--- config.mk ---
export PLATFORM = sky130hd
export DESIGN_NAME = dualram_arbiter_flat
export DESIGN_NICKNAME = d
export VERILOG_FILES = /design/src/rtl/dualram_arb_pkg.sv /design/src/rtl/dualram_arbiter_if.sv /design/src/rtl/rr_arb2.sv /design/src/rtl/dualram_arbiter.sv /design/src/flat_wrapper.sv
export SDC_FILE = /design/constraint.sdc
export NUM_CORES = 1
export LEC_CHECK = 0
export CAP_MARGIN = 20
export CELL_PAD_IN_SITES_DETAIL_PLACEMENT = 1
export CELL_PAD_IN_SITES_GLOBAL_PLACEMENT = 1
export CORE_MARGIN = 5
export CORE_UTILIZATION = 31
export DETAILED_ROUTE_END_ITERATION = 6
export PLACE_DENSITY = 0.83
export SETUP_SLACK_MARGIN = 0.2
export SYNTH_ARGS = -nofsm -noshare
export SYNTH_HDL_FRONTEND = slang
export SYNTH_SLANG_ARGS = --single-unit
--- constraint.sdc ---
create_clock -name clk -period 1.98 [get_ports clk]
set_clock_uncertainty 0.1 [all_clocks]
set_input_delay 0.594 -clock clk [delete_from_list [all_inputs] [get_ports clk]]
set_output_delay 0.594 -clock clk [all_outputs]
set_load 0.005 [all_outputs]
--- src/rtl/dualram_arb_pkg.sv ---
// Shared types and default sizes for the dualram write arbiter.
package dualram_arb_pkg;

  localparam int unsigned ADDR_W_DEF = 4;
  localparam int unsigned DATA_W_DEF = 4;
  localparam int unsigned DEPTH_DEF  = 8;

  typedef enum logic [2:0] {
    IDLE    = 3'd0,
    ISSUE   = 3'd1,
    CAPTURE = 3'd2,
    RESP    = 3'd3,
    ERR     = 3'd4
  } arb_state_e;

  typedef logic client_id_t;

endpackage

--- src/rtl/dualram_arbiter_if.sv ---
// One client's write request / response channel into the dualram arbiter.
interface dualram_arbiter_if
  import dualram_arb_pkg::*;
#(
  parameter int unsigned ADDR_W = ADDR_W_DEF,
  parameter int unsigned DATA_W = DATA_W_DEF
);
  logic              req_valid;
  logic              req_ready;
  logic [ADDR_W-1:0] req_addr;
  logic [DATA_W-1:0] req_data;
  logic              rsp_valid;
  logic [DATA_W-1:0] rsp_data;
  logic              rsp_err;

  modport master (
    output req_valid, req_addr, req_data,
    input  req_ready, rsp_valid, rsp_data, rsp_err
  );

  modport slave (
    input  req_valid, req_addr, req_data,
    output req_ready, rsp_valid, rsp_data, rsp_err
  );
endinterface

--- src/rtl/rr_arb2.sv ---
// Two-way round-robin grant; last_gnt advances only when a grant is accepted.
module rr_arb2
  import dualram_arb_pkg::*;
(
  input  logic       clk,
  input  logic       rst_n,
  input  logic [1:0] req,
  input  logic       accept,
  output logic [1:0] gnt,
  output client_id_t gnt_id
);

  client_id_t last_gnt;

  // A lone requester always wins; a tie goes to the client not served last.
  always_comb begin
    gnt = 2'b00;
    case (req)
      2'b01:   gnt = 2'b01;
      2'b10:   gnt = 2'b10;
      2'b11:   gnt = (last_gnt == 1'b1) ? 2'b01 : 2'b10;
      default: gnt = 2'b00;
    endcase
  end

  assign gnt_id = gnt[1];

  always_ff @(posedge clk) begin
    if (!rst_n) begin
      last_gnt <= 1'b1;
    end else if (accept) begin
      last_gnt <= gnt_id;
    end
  end

endmodule

--- src/rtl/dualram_arbiter.sv ---
// Round-robin write sequencer for two clients in front of the dualram 8x4 RAM:
// one transaction every four cycles, echo returned as a one-cycle response.
module dualram_arbiter
  import dualram_arb_pkg::*;
#(
  parameter int unsigned ADDR_W = ADDR_W_DEF,
  parameter int unsigned DATA_W = DATA_W_DEF,
  parameter int unsigned DEPTH  = DEPTH_DEF
) (
  input  logic              clk,
  input  logic              rst_n,
  dualram_arbiter_if.slave  cl0,
  dualram_arbiter_if.slave  cl1,
  output logic              ram_wr_en,
  output logic              ram_port_0,
  output logic              ram_port_1,
  output logic [ADDR_W-1:0] ram_addr_0,
  output logic [ADDR_W-1:0] ram_addr_1,
  output logic [DATA_W-1:0] ram_data_in,
  input  logic [DATA_W-1:0] ram_out,
  output logic              busy
);

  localparam logic [ADDR_W:0] DEPTH_L = (ADDR_W+1)'(DEPTH);

  arb_state_e state, state_n;

  logic [1:0]        req;
  logic [1:0]        gnt;
  client_id_t        gnt_id;
  logic              accept;
  logic [ADDR_W-1:0] sel_addr;
  logic [DATA_W-1:0] sel_data;

  client_id_t        client_q, client_n;
  logic [ADDR_W-1:0] addr_q, addr_n;
  logic [DATA_W-1:0] data_q, data_n;

  logic              ram_wr_en_n, ram_port_0_n, ram_port_1_n;
  logic [ADDR_W-1:0] ram_addr_0_n, ram_addr_1_n;
  logic [DATA_W-1:0] ram_data_in_n;

  logic [1:0]             rsp_valid_q, rsp_valid_n;
  logic [1:0]             rsp_err_q, rsp_err_n;
  logic [1:0][DATA_W-1:0] rsp_data_q, rsp_data_n;

  assign req      = {cl1.req_valid, cl0.req_valid};
  assign accept   = (state == IDLE) && (|req);
  assign sel_addr = gnt[1] ? cl1.req_addr : cl0.req_addr;
  assign sel_data = gnt[1] ? cl1.req_data : cl0.req_data;

  assign cl0.req_ready = (state == IDLE) && gnt[0];
  assign cl1.req_ready = (state == IDLE) && gnt[1];

  rr_arb2 u_rr (
    .clk    (clk),
    .rst_n  (rst_n),
    .req    (req),
    .accept (accept),
    .gnt    (gnt),
    .gnt_id (gnt_id)
  );

  always_ff @(posedge clk) begin
    if (!rst_n) begin
      state <= IDLE;
    end else begin
      state <= state_n;
    end
  end

  // Next state plus next value of every registered output, so outputs line up with state.
  always_comb begin
    state_n  = state;
    client_n = client_q;
    addr_n   = addr_q;
    data_n   = data_q;

    case (state)
      IDLE: begin
        if (accept) begin
          client_n = gnt_id;
          addr_n   = sel_addr;
          data_n   = sel_data;
          state_n  = ({1'b0, sel_addr} < DEPTH_L) ? ISSUE : ERR;
        end
      end
      ISSUE:   state_n = CAPTURE;
      CAPTURE: state_n = RESP;
      RESP:    state_n = IDLE;
      ERR:     state_n = IDLE;
      default: state_n = IDLE;
    endcase

    ram_wr_en_n   = (state_n == ISSUE);
    ram_port_0_n  = ram_wr_en_n && (client_n == 1'b0);
    ram_port_1_n  = ram_wr_en_n && (client_n == 1'b1);
    ram_addr_0_n  = ram_port_0_n ? addr_n : '0;
    ram_addr_1_n  = ram_port_1_n ? addr_n : '0;
    ram_data_in_n = ram_wr_en_n ? data_n : '0;

    // Response data/err hold between pulses; only the served client's copy changes.
    rsp_valid_n = 2'b00;
    rsp_err_n   = rsp_err_q;
    rsp_data_n  = rsp_data_q;
    if (state_n == RESP) begin
      rsp_valid_n[client_n] = 1'b1;
      rsp_err_n[client_n]   = 1'b0;
      rsp_data_n[client_n]  = ram_out;
    end else if (state_n == ERR) begin
      rsp_valid_n[client_n] = 1'b1;
      rsp_err_n[client_n]   = 1'b1;
      rsp_data_n[client_n]  = '0;
    end
  end

  always_ff @(posedge clk) begin
    if (!rst_n) begin
      client_q    <= 1'b0;
      addr_q      <= '0;
      data_q      <= '0;
      ram_wr_en   <= 1'b0;
      ram_port_0  <= 1'b0;
      ram_port_1  <= 1'b0;
      ram_addr_0  <= '0;
      ram_addr_1  <= '0;
      ram_data_in <= '0;
      rsp_valid_q <= '0;
      rsp_err_q   <= '0;
      rsp_data_q  <= '0;
      busy        <= 1'b0;
    end else begin
      client_q    <= client_n;
      addr_q      <= addr_n;
      data_q      <= data_n;
      ram_wr_en   <= ram_wr_en_n;
      ram_port_0  <= ram_port_0_n;
      ram_port_1  <= ram_port_1_n;
      ram_addr_0  <= ram_addr_0_n;
      ram_addr_1  <= ram_addr_1_n;
      ram_data_in <= ram_data_in_n;
      rsp_valid_q <= rsp_valid_n;
      rsp_err_q   <= rsp_err_n;
      rsp_data_q  <= rsp_data_n;
      busy        <= (state_n != IDLE);
    end
  end

  assign cl0.rsp_valid = rsp_valid_q[0];
  assign cl0.rsp_err   = rsp_err_q[0];
  assign cl0.rsp_data  = rsp_data_q[0];
  assign cl1.rsp_valid = rsp_valid_q[1];
  assign cl1.rsp_err   = rsp_err_q[1];
  assign cl1.rsp_data  = rsp_data_q[1];

  a_port_excl: assert property (@(posedge clk) !(ram_port_0 && ram_port_1));

endmodule

--- src/flat_wrapper.sv ---
// flat-port wrapper written by rule: the top's interface ports become plain ports
module dualram_arbiter_flat import dualram_arb_pkg::*;
#(
  parameter int unsigned ADDR_W = ADDR_W_DEF,
  parameter int unsigned DATA_W = DATA_W_DEF,
  parameter int unsigned DEPTH  = DEPTH_DEF
)
  (clk, rst_n, ram_wr_en, ram_port_0, ram_port_1, ram_addr_0, ram_addr_1, ram_data_in, ram_out, busy, cl0_req_valid, cl0_req_addr, cl0_req_data, cl0_req_ready, cl0_rsp_valid, cl0_rsp_data, cl0_rsp_err, cl1_req_valid, cl1_req_addr, cl1_req_data, cl1_req_ready, cl1_rsp_valid, cl1_rsp_data, cl1_rsp_err);
  dualram_arbiter_if #(.ADDR_W(ADDR_W), .DATA_W(DATA_W)) cl0_i ();
  dualram_arbiter_if #(.ADDR_W(ADDR_W), .DATA_W(DATA_W)) cl1_i ();
  input  logic clk;
  input  logic rst_n;
  output logic ram_wr_en;
  output logic ram_port_0;
  output logic ram_port_1;
  output logic [ADDR_W-1:0] ram_addr_0;
  output logic [ADDR_W-1:0] ram_addr_1;
  output logic [DATA_W-1:0] ram_data_in;
  input  logic [DATA_W-1:0] ram_out;
  output logic busy;
  input wire logic [$bits(cl0_i.req_valid)-1:0] cl0_req_valid;
  input wire logic [$bits(cl0_i.req_addr)-1:0] cl0_req_addr;
  input wire logic [$bits(cl0_i.req_data)-1:0] cl0_req_data;
  output wire logic [$bits(cl0_i.req_ready)-1:0] cl0_req_ready;
  output wire logic [$bits(cl0_i.rsp_valid)-1:0] cl0_rsp_valid;
  output wire logic [$bits(cl0_i.rsp_data)-1:0] cl0_rsp_data;
  output wire logic [$bits(cl0_i.rsp_err)-1:0] cl0_rsp_err;
  input wire logic [$bits(cl1_i.req_valid)-1:0] cl1_req_valid;
  input wire logic [$bits(cl1_i.req_addr)-1:0] cl1_req_addr;
  input wire logic [$bits(cl1_i.req_data)-1:0] cl1_req_data;
  output wire logic [$bits(cl1_i.req_ready)-1:0] cl1_req_ready;
  output wire logic [$bits(cl1_i.rsp_valid)-1:0] cl1_rsp_valid;
  output wire logic [$bits(cl1_i.rsp_data)-1:0] cl1_rsp_data;
  output wire logic [$bits(cl1_i.rsp_err)-1:0] cl1_rsp_err;
  assign cl0_i.req_valid = cl0_req_valid;
  assign cl0_i.req_addr = cl0_req_addr;
  assign cl0_i.req_data = cl0_req_data;
  assign cl0_req_ready = cl0_i.req_ready;
  assign cl0_rsp_valid = cl0_i.rsp_valid;
  assign cl0_rsp_data = cl0_i.rsp_data;
  assign cl0_rsp_err = cl0_i.rsp_err;
  assign cl1_i.req_valid = cl1_req_valid;
  assign cl1_i.req_addr = cl1_req_addr;
  assign cl1_i.req_data = cl1_req_data;
  assign cl1_req_ready = cl1_i.req_ready;
  assign cl1_rsp_valid = cl1_i.rsp_valid;
  assign cl1_rsp_data = cl1_i.rsp_data;
  assign cl1_rsp_err = cl1_i.rsp_err;
  dualram_arbiter #(.ADDR_W(ADDR_W), .DATA_W(DATA_W), .DEPTH(DEPTH)) u_core (.clk(clk), .rst_n(rst_n), .cl0(cl0_i), .cl1(cl1_i), .ram_wr_en(ram_wr_en), .ram_port_0(ram_port_0), .ram_port_1(ram_port_1), .ram_addr_0(ram_addr_0), .ram_addr_1(ram_addr_1), .ram_data_in(ram_data_in), .ram_out(ram_out), .busy(busy));
endmodule
==> flow_metrics.env <==
export IMPL_outcome="finished clean"
export IMPL_min_period_ns=1.90
export IMPL_maxCapViolations=0
export IMPL_port_buffers=53
export IMPL_synth_distinct_cells=34
export IMPL_grt_max_degree=14
export IMPL_layout_drive_gt1_share_pct=30.2
export IMPL_clockBufferDepth=2
export IMPL_avgRoutedWirePerCell_um=16.8
export IMPL_worstPathCellList="nor3_2, buf_4, and2_4, buf_6"
export IMPL_syn_area_um2=1370
export IMPL_drt_initial_drc_count=43
export IMPL_cts_tree="built"
export IMPL_die_area_um2=5860
export IMPL_vias_per_cell=4.85
export IMPL_die_y_um=76.6
export IMPL_grtUsageTotal_pct=14.5
export IMPL_ios=54
export IMPL_utilization_pct=52.8
export IMPL_fin_crit_sh_pct=96.1
export IMPL_first_global_vias=1386
export IMPL_nFillCells=492
export IMPL_vias=1281
export IMPL_power_leakage_uw=0.00105
export IMPL_layout_nets=235
export IMPL_synth_edf_count=0
export IMPL_critical_path_class="flop to primary output"
export IMPL_synth_flop_cell="dfxtp_1"
export IMPL_hold_violations=0
export IMPL_cts_sinks=40
export IMPL_worst_slack_ns=0.0780
export IMPL_worstSkewPairLatency_ns=0.29
export IMPL_core_um2=4320
export IMPL_antenna_found_initial=0
export IMPL_synth_async_reset_ratio_pct=0
export IMPL_num_antenna_cells=0
export IMPL_worstHoldPathType="flop to flop"
export IMPL_fmax_ghz=0.526
export IMPL_crit_fanout=3
export IMPL_chipWidth_um=76.6
export IMPL_irDropWorstVdd_mv=0.507
export IMPL_dp_slack_ns=-0.695
export IMPL_drcViolationCount=0
export IMPL_gp_congestion=0.779
export IMPL_synth_warnings=0
export IMPL_path_delay_family="simple AND/OR/NAND/NOR gates"
export IMPL_grt_ovfl_total=0
export IMPL_max_stage_delay_ns=0.33
export IMPL_syn2layout_area_growth_pct=66.1
export IMPL_rsz0062_at_grt="true"
export IMPL_clk_pin_slew_ns=0.08
export IMPL_drt_total_wl_um=4430
export IMPL_row_count=24
export IMPL_worst_path_buf_inv=2
export IMPL_layout_common_cells="dfxtp_1 (33), dlygate4sd2_1 (28), buf_4 (25)"
export IMPL_start_kind="flop"
export IMPL_synth_seq_cells=40
export IMPL_post_synth_cell_area_avg_um2=10.7
export IMPL_start_util_pct=31.8
export IMPL_setup_viol=0
export IMPL_crit_required_ns=1.29
export IMPL_grt_pass1_wl_um=6890
export IMPL_dr_pass1_iters=4
export IMPL_yosysSeqAreaShare_pct=58.3
export IMPL_mostFrequentLayoutCell="dfxtp_1"
export IMPL_worstPathArrival_ns=1.21
export IMPL_cts_buffers=5
export IMPL_synth_cells=128
export IMPL_slew_viol_final=0
export IMPL_slowest_stage="dfxtp_2"
export IMPL_root_buffer="clkbuf_8"
export IMPL_pwr_density_cell_nw_per_um2=1000
export IMPL_crit_path_end_kind="primary output"
export IMPL_dpl_hpwl_um=3250
export IMPL_ant_nets=0
export IMPL_cts_max_level=2
export IMPL_hold_buffers=0
==> what timing repair did <==
action,in CTS,in global routing
pin swaps,4,2
gates resized for setup,55,9
setup buffers,2,5
setup endpoints to repair,63,12
endpoints found under the hold margin,0,0
==> report_power, final <==
| group | switching (uW) | leakage [uW] | internal, uW |
|---|---|---|---|
| registers | 42.0 | 0.000330 | 903 |
| logic | 322 | 0.000667 | 367 |
| clock network | 284 | 0.0000541 | 373 |
| total | 648 | 0.00105 | 1640 |
==> registers in the layout, indices dropped and copies added (netlist names), named ones only <==
name	count
u_core.u_rr.last_gnt	1
u_core.ram_wr_en	1
u_core.rsp_valid_q	2
u_core.ram_addr_0	4
u_core.cl1.rsp_data	4
u_core.ram_data_in	4
u_core.ram_port_0	1
u_core.ram_port_1	1
u_core.data_q	4
u_core.cl0.rsp_data	4
u_core.busy	1
u_core.state	3
u_core.ram_addr_1	4
u_core.addr_q	3
u_core.client_q	1
==> area by class of cell <==
cell class	count	area, um2	share of cell area (%)
clock buffers	5	68.8	3.02
repair buffers	81	713	31.2
clock inverters	3	42.5	1.86
multi-input cells	78	564	24.7
well taps	52	65.1	2.85
inverters	5	18.8	0.822
flip-flops and latches	40	810	35.5
==> synth_stat cells (2+ instances only) <==
master	number	area share, %
inv_1	3	0.82
o221ai_2	2	2.2
dfxtp_1	40	58
o221ai_1	4	2.5
a22o_1	8	5.1
nand3b_1	6	3.3
nand2_1	2	0.55
and2_1	2	0.91
buf_2	3	1.1
nor3_1	8	2.9
nand3_2	2	1.5
inv_2	2	0.55
a21oi_1	2	0.73
o21ai_1	2	0.73
nor2_1	23	6.3
==> final timing paths <==
check                         start                     end  slack [ns]  depth (start not counted)
min reg2reg  u_core.cl1.rsp_data[3]  u_core.cl1.rsp_data[3]        0.37                          1
min          u_core.cl1.rsp_data[3]  u_core.cl1.rsp_data[3]        0.37                          1
max                 u_core.state[1]           cl1_req_ready        0.08                          4
max reg2reg         u_core.state[1]    u_core.ram_addr_1[1]        0.25                          7
==> kinds of logic (layout without fill, tap and decap cells) <==
| kind of cell | Yosys count | in the layout | share of synthesized area (%) |
|---|---|---|---|
| and+or+nand+nor | 47 | 47 | 17.8 |
| muxes | 1 | 1 | 1.00 |
| other | 1 | 2 | 0.273 |
| DFF | 40 | 40 | 58.3 |
| AOI/OAI and AO/OA | 27 | 27 | 17.9 |
| buffers and inverters | 11 | 94 | 4.10 |
| xor gates and xnor gates | 1 | 1 | 0.638 |
==> routing by layer <==
layer  vias to the layer above  global-route usage, %  part of all wire [%]
li1                        614                      -                     -
met1                       612                   15.1                    39
met2                        49                   26.5                    53
met3                         6                   5.79                   6.7
met4                         0                   3.85                   1.3
met5                         -                      0                     0
==> per-stage QoR <==
step	total power, uW	hold WS, ns	cell area [um2]	std cells	setup TNS [ns]
floorplan	1250	0.360	1380	129	0
global placement	1540	0.359	2090	249	-8.04
CTS	2220	0.377	2200	259	0
finish	2290	0.370	2280	264	0
global route	2410	0.406	2280	264	0
detailed placement	1570	0.358	2090	249	-9.27
Note: power is estimated with default switching activity, not from simulation.
